**config.mk**
```make
export PLATFORM = sky130hd
export DESIGN_NAME = user_in_debounce
export DESIGN_NICKNAME = d
export VERILOG_FILES = /design/src/rtl/user_in_debounce.sv
export SDC_FILE = /design/constraint.sdc
export NUM_CORES = 1
export LEC_CHECK = 0
export BUFFER_PORTS_ARGS = -buffer_cell sky130_fd_sc_hd__buf_4
export CAP_MARGIN = 20
export CORE_UTILIZATION = 40
export CTS_CLUSTER_DIAMETER = 60
export DETAILED_ROUTE_END_ITERATION = 10
export HOLD_SLACK_MARGIN = 0.08
export SLEW_MARGIN = 10
export SYNTH_ARGS = -nofsm -noshare
export SYNTH_HDL_FRONTEND = slang
export SYNTH_SLANG_ARGS = --single-unit
```
**constraint.sdc**
```tcl
create_clock -name clk -period 3.7 [get_ports clk]
set_clock_uncertainty 0.2 [all_clocks]
set_input_delay 0 -clock clk [delete_from_list [all_inputs] [get_ports clk]]
set_output_delay 0 -clock clk [all_outputs]
set_load 0.03 [all_outputs]
```
**src/rtl/user_in_debounce.sv**
```systemverilog
// user_in_debounce: sync + per-channel debounce for user inputs.
// Optional sticky flags built when USER_IN_DEBOUNCE_STICKY_EN is defined.
module user_in_debounce #(
  parameter int WIDTH           = 12,
  parameter int DEBOUNCE_CYCLES = 16
) (
  input  logic             clk,
  input  logic             reset,
  input  logic [WIDTH-1:0] raw_in,
  input  logic [WIDTH-1:0] clr,
  output logic [WIDTH-1:0] level_out,
  output logic [WIDTH-1:0] rise_pulse,
  output logic [WIDTH-1:0] sticky_out
);

  localparam int CW = $clog2(DEBOUNCE_CYCLES + 1);
  localparam logic [CW-1:0] LAST = CW'(DEBOUNCE_CYCLES - 1);

  logic [WIDTH-1:0] s1;
  logic [WIDTH-1:0] s2;
  logic [CW-1:0]    cnt     [WIDTH];
  logic [CW-1:0]    cnt_nxt [WIDTH];
  logic [WIDTH-1:0] acc;
  logic [WIDTH-1:0] rise_nxt;

  // two-flop synchroniser per channel
  always_ff @(posedge clk) begin
    if (reset) begin
      s1 <= '0;
      s2 <= '0;
    end else begin
      s1 <= raw_in;
      s2 <= s1;
    end
  end

  // stability count; accept once a new value held long enough
  always_comb begin
    acc = '0;
    for (int i = 0; i < WIDTH; i++) begin
      cnt_nxt[i] = '0;
      if (s2[i] != level_out[i]) begin
        if (cnt[i] == LAST) acc[i] = 1'b1;
        else cnt_nxt[i] = cnt[i] + 1'b1;
      end
    end
    rise_nxt = acc & s2;
  end

  // counters, debounced level and rise pulse
  always_ff @(posedge clk) begin
    if (reset) begin
      for (int i = 0; i < WIDTH; i++) cnt[i] <= '0;
      level_out  <= '0;
      rise_pulse <= '0;
    end else begin
      for (int i = 0; i < WIDTH; i++) cnt[i] <= cnt_nxt[i];
      level_out  <= level_out ^ acc;
      rise_pulse <= rise_nxt;
    end
  end

`ifdef USER_IN_DEBOUNCE_STICKY_EN
  logic [WIDTH-1:0] sticky;

  // latched rise events, w1c; a new rise wins over clear
  always_ff @(posedge clk) begin
    if (reset) sticky <= '0;
    else sticky <= (sticky & ~clr) | rise_nxt;
  end

  assign sticky_out = sticky;
`else
  logic unused_clr;
  assign unused_clr = ^clr;
  assign sticky_out = '0;
`endif

endmodule
```
==> impl_table.tex <==
\begin{tabular}{lr}
\hline
Metric & Value \\
\hline
\multicolumn{2}{l}{\textbf{Finish}} \\
\quad Fraction of layout cells with a size suffix above 1 & about 15\% \\
\quad Total area of multi-input combinational cells & $\sim$0.0016 mm2 \\
\quad Number of filler instances in the final layout & slightly below 900 \\
\quad Area overhead of the layout relative to synthesis & 20.0\% \\
\quad Final Net Count & roughly 480 \\
\quad Final antenna diode count & 0 \\
\quad Register area & 0.00216 mm2 \\
\quad Final design area excluding fillers & about 0.0047 mm2 \\
\multicolumn{2}{l}{\textbf{Logic synthesis}} \\
\quad Area leader, netlist & sky130\_fd\_sc\_hd\_\_dfxtp\_1 \\
\quad Cell types with the largest area share after synthesis & sky130\_fd\_sc\_hd\_\_dfxtp\_1, sky130\_fd\_sc\_hd\_\_ha\_1, sky130\_fd\_sc\_hd\_\_nor2\_1 \\
\quad Fraction of synthesized cell area taken by the top area cell type & 54.9\% \\
\quad Mapped Area & 0.00394 mm2 \\
\quad Average instance area after synthesis & about 11 um2 \\
\quad Register area share after synthesis & a little over half \\
\quad Number of distinct library cells after synthesis & 19 \\
\quad Yosys warning count & 0 \\
\quad Synthesis-stage register bit count & 108 \\
\quad Count of mapped cells out of synthesis & around 370 \\
\multicolumn{2}{l}{\textbf{Place}} \\
\quad Final GP Congestion & 0.721 \\
\quad Worst slack, placed & slightly below 2000 ps \\
\quad Number of port buffers & 37 \\
\quad Placed instance area & 0.00429 mm2 \\
\quad Sum of net half-perimeters after detailed placement & around 3.7 mm \\
\multicolumn{2}{l}{\textbf{Floorplanning}} \\
\quad Die area & $\sim$0.010 mm2 \\
\quad Number of rows created at floorplan & 35 \\
\quad Die width & between 100 and 150 um \\
\quad Core area & between 0.009 and 0.01 mm2 \\
\quad Die Y-Extent & 101 um \\
\quad Initial cell density of the core & 42.0\% \\
\quad Count of boundary I/O pins & between 60 and 70 \\
\multicolumn{2}{l}{\textbf{Timing}} \\
\quad Number of failing setup endpoints in the final timing report & 0 \\
\quad Slew headroom & between 60\% and 70\% \\
\quad Final Critical Period & roughly 1800 ps \\
\quad Max Slew Vio Count & 0 \\
\quad Final period util & 47.9\% \\
\quad Worst setup slack after layout & approximately 1900 ps \\
\quad Achievable frequency & about 560 MHz \\
\quad Final Hold Viols & 0 \\
\quad Post-Route Hold Slack & 243 ps \\
\quad Final TNS setup & 0 ps \\
\quad Slew of the pin with the lowest slew margin & between 500 and 600 ps \\
\quad Unrepaired setup endpoints after global routing & no \\
\multicolumn{2}{l}{\textbf{Global routing}} \\
\quad Global router's overall resource usage & approximately an eighth \\
\quad Via count of the first global-routing pass & between 2k and 2.5k \\
\quad Maximum number of pins on one net before global-route repair & just over 60 \\
\quad First-pass GRT wire length & slightly below 10 mm \\
\quad Total overflow reported by the global router & 0 \\
\quad Initial antenna violation count & 0 \\
\multicolumn{2}{l}{\textbf{Pwr}} \\
\quad Leakage power & between 1.5 and 2 nW \\
\quad Worst VDD drop & between 0.0002 and 0.00025 V \\
\quad Pwr dens & roughly 410 mW/mm2 \\
\multicolumn{2}{l}{\textbf{Setup path}} \\
\quad Cell with the biggest individual delay on the critical path & sky130\_fd\_sc\_hd\_\_or3\_4 \\
\quad Biggest fanout along the worst timing path & 5 \\
\quad CP top delay family & simple AND/OR/NAND/NOR gates \\
\quad Most prevalent standard cell on the critical path & sky130\_fd\_sc\_hd\_\_ha\_1 \\
\quad Crit-path cells & ha\_1 -> and3\_1 -> ha\_1 -> or3\_4 -> nor2\_1 \\
\quad Kind of capture point of the worst setup path & flop \\
\quad Data arrival, critical path & between 1500 and 2000 ps \\
\quad Largest stage delay on the critical path & 430 ps \\
\quad Required time of the worst setup path & between 3000 and 4000 ps \\
\quad Setup Crit Path Kind & reg2reg \\
\quad CP Launch Type & flop \\
\quad Critical path buffers and inverters & 0 \\
\multicolumn{2}{l}{\textbf{Clock tree}} \\
\quad \# H-tree levels & 3 \\
\quad Gates resized, CTS repair & 0 \\
\quad Clock Tree Root & sky130\_fd\_sc\_hd\_\_clkbuf\_8 \\
\quad Clock slew at reported path FFs & approximately 100 ps \\
\quad Setup fix buffers added after clock tree synthesis & 0 \\
\quad Number of CTS-inserted buffers & 9 \\
\quad Count of clock tree sinks & 108 \\
\quad CTS tree & done \\
\quad CTS max path bufs & 2 \\
\quad Insertion delay to the later sink of the worst-skew pair & between 300 and 400 ps \\
\multicolumn{2}{l}{\textbf{Run}} \\
\quad Max capacitance violation total & 0 \\
\multicolumn{2}{l}{\textbf{Routing}} \\
\quad First-pass iteration count of the detailed router & 4 \\
\quad Total via count in the routed design & 2469 \\
\quad Final wirelength & about 5.5 mm \\
\quad Wire per inst & 9.63 um \\
\quad Avg Vias per Cell & around 4.4 \\
\quad Residual DRC count & 0 \\
\quad Remaining antenna violation count after routing & 0 \\
\quad First DRT Iteration DRCs & 31 \\
\multicolumn{2}{l}{\textbf{Hold path}} \\
\quad Min-Delay Path Class & reg2reg \\
\multicolumn{2}{l}{\textbf{Outcome}} \\
\quad Result of the run & finished clean \\
\hline
\end{tabular}
routing by layer:
layer	global-route usage, %	up-vias	share of wire (%)
met5	0	-	0
met2	20.5	36	47
met3	4.76	11	4.8
met4	6.35	0	1.9
li1	-	1291	-
met1	13.5	1131	46
per-stage QoR:
step           total power [mW]  std cells  utilization (%)
5_1_grt                    2.03        567             50.5
3_5_place_dp               1.28        526             45.8
3_3_place_gp               1.28        526             45.8
2_1_floorplan              1.27        378                -
4_1_cts                    1.98        567             50.5
6_report                   1.94        567             50.5
report_power, final:
group / total (mW) / internal (mW) / leakage, nW / switching, mW
logic: 0.0840 / 0.0430 / 0.923 / 0.0410
clock network: 0.669 / 0.286 / 0.0892 / 0.384
registers: 1.19 / 1.18 / 0.876 / 0.00857
total: 1.94 / 1.51 / 1.89 / 0.433
synth_stat cells:
library cell	number
sky130_fd_sc_hd__and3_1	12
sky130_fd_sc_hd__conb_1	1
sky130_fd_sc_hd__nand3_1	12
sky130_fd_sc_hd__nor4bb_1	9
sky130_fd_sc_hd__or3_4	12
sky130_fd_sc_hd__xnor2_1	24
sky130_fd_sc_hd__xor2_1	12
sky130_fd_sc_hd__ha_1	24
sky130_fd_sc_hd__clkbuf_1	1
sky130_fd_sc_hd__dfxtp_1	108
sky130_fd_sc_hd__nor2b_1	24
sky130_fd_sc_hd__buf_4	12
sky130_fd_sc_hd__nor2_1	72
sky130_fd_sc_hd__buf_2	2
sky130_fd_sc_hd__buf_6	2
sky130_fd_sc_hd__and4bb_2	3
sky130_fd_sc_hd__inv_1	24
sky130_fd_sc_hd__buf_1	1
sky130_fd_sc_hd__mux2i_1	12
cells by family (layout without fill, tap and decap cells):
kind of cell	Yosys count	in the layout	synth area share, %
xor gates and xnor gates	36	36	8.00
buffers and inverters	42	102	5.59
other	1	12	0.0952
adders and majority gates	24	24	7.62
DFF	108	108	54.9
muxes	12	12	3.05
and+or+nand+nor	144	144	20.8
cells in the final DEF, fill, tap and decap left out, drive strengths merged:
| cell | count |
|---|---|
| buf | 37 |
| conb | 12 |
| nor4bb | 9 |
| nor2b | 24 |
| xor2 | 12 |
| or3 | 12 |
| dfxtp | 108 |
| nor2 | 72 |
| clkinvlp | 2 |
| xnor2 | 24 |
| dlygate4sd3 | 25 |
| inv | 25 |
| nand3 | 12 |
| clkinv | 1 |
| clkbuf | 12 |
| mux2i | 12 |
| and4bb | 3 |
| and3 | 12 |
| ha | 24 |
repair_timing:
action | in CTS | in global routing
hold endpoints to repair | 37 | 0
endpoints found under the setup margin | 0 | 0
hold buffers | 25 | 0
final timing paths:
check	cells after the start	slack, ps	endpoint	from
setup / recovery	5	1930	cnt[1][12]$_SDFF_PP0_	cnt[1][10]$_SDFF_PP0_
hold / removal	1	240	s2[3]$_SDFF_PP0_	s1[3]$_SDFF_PP0_
setup reg to reg	5	1930	cnt[1][12]$_SDFF_PP0_	cnt[1][10]$_SDFF_PP0_
hold reg to reg	1	240	s2[3]$_SDFF_PP0_	s1[3]$_SDFF_PP0_
layout make-up:
class                           instances  share of cell area (%)
Clock buffer                           12                    3.28
Sequential cell                       108                    45.7
Multi-Input combinational cell        228                    33.8
Clock inverter                          4                   0.688
Inverter                               24                    1.91
Tap cell                              129                    3.41
Timing Repair Buffer                   62                    11.2
worst register-to-register path: cells and delay by family (launching register included):
family	cells	cell delay [ps]
AND/OR/NAND/NOR	3	740
flip-flops	1	340
adder cells (fa/ha/maj)	2	440
Note: power is estimated with default switching activity, not from simulation.
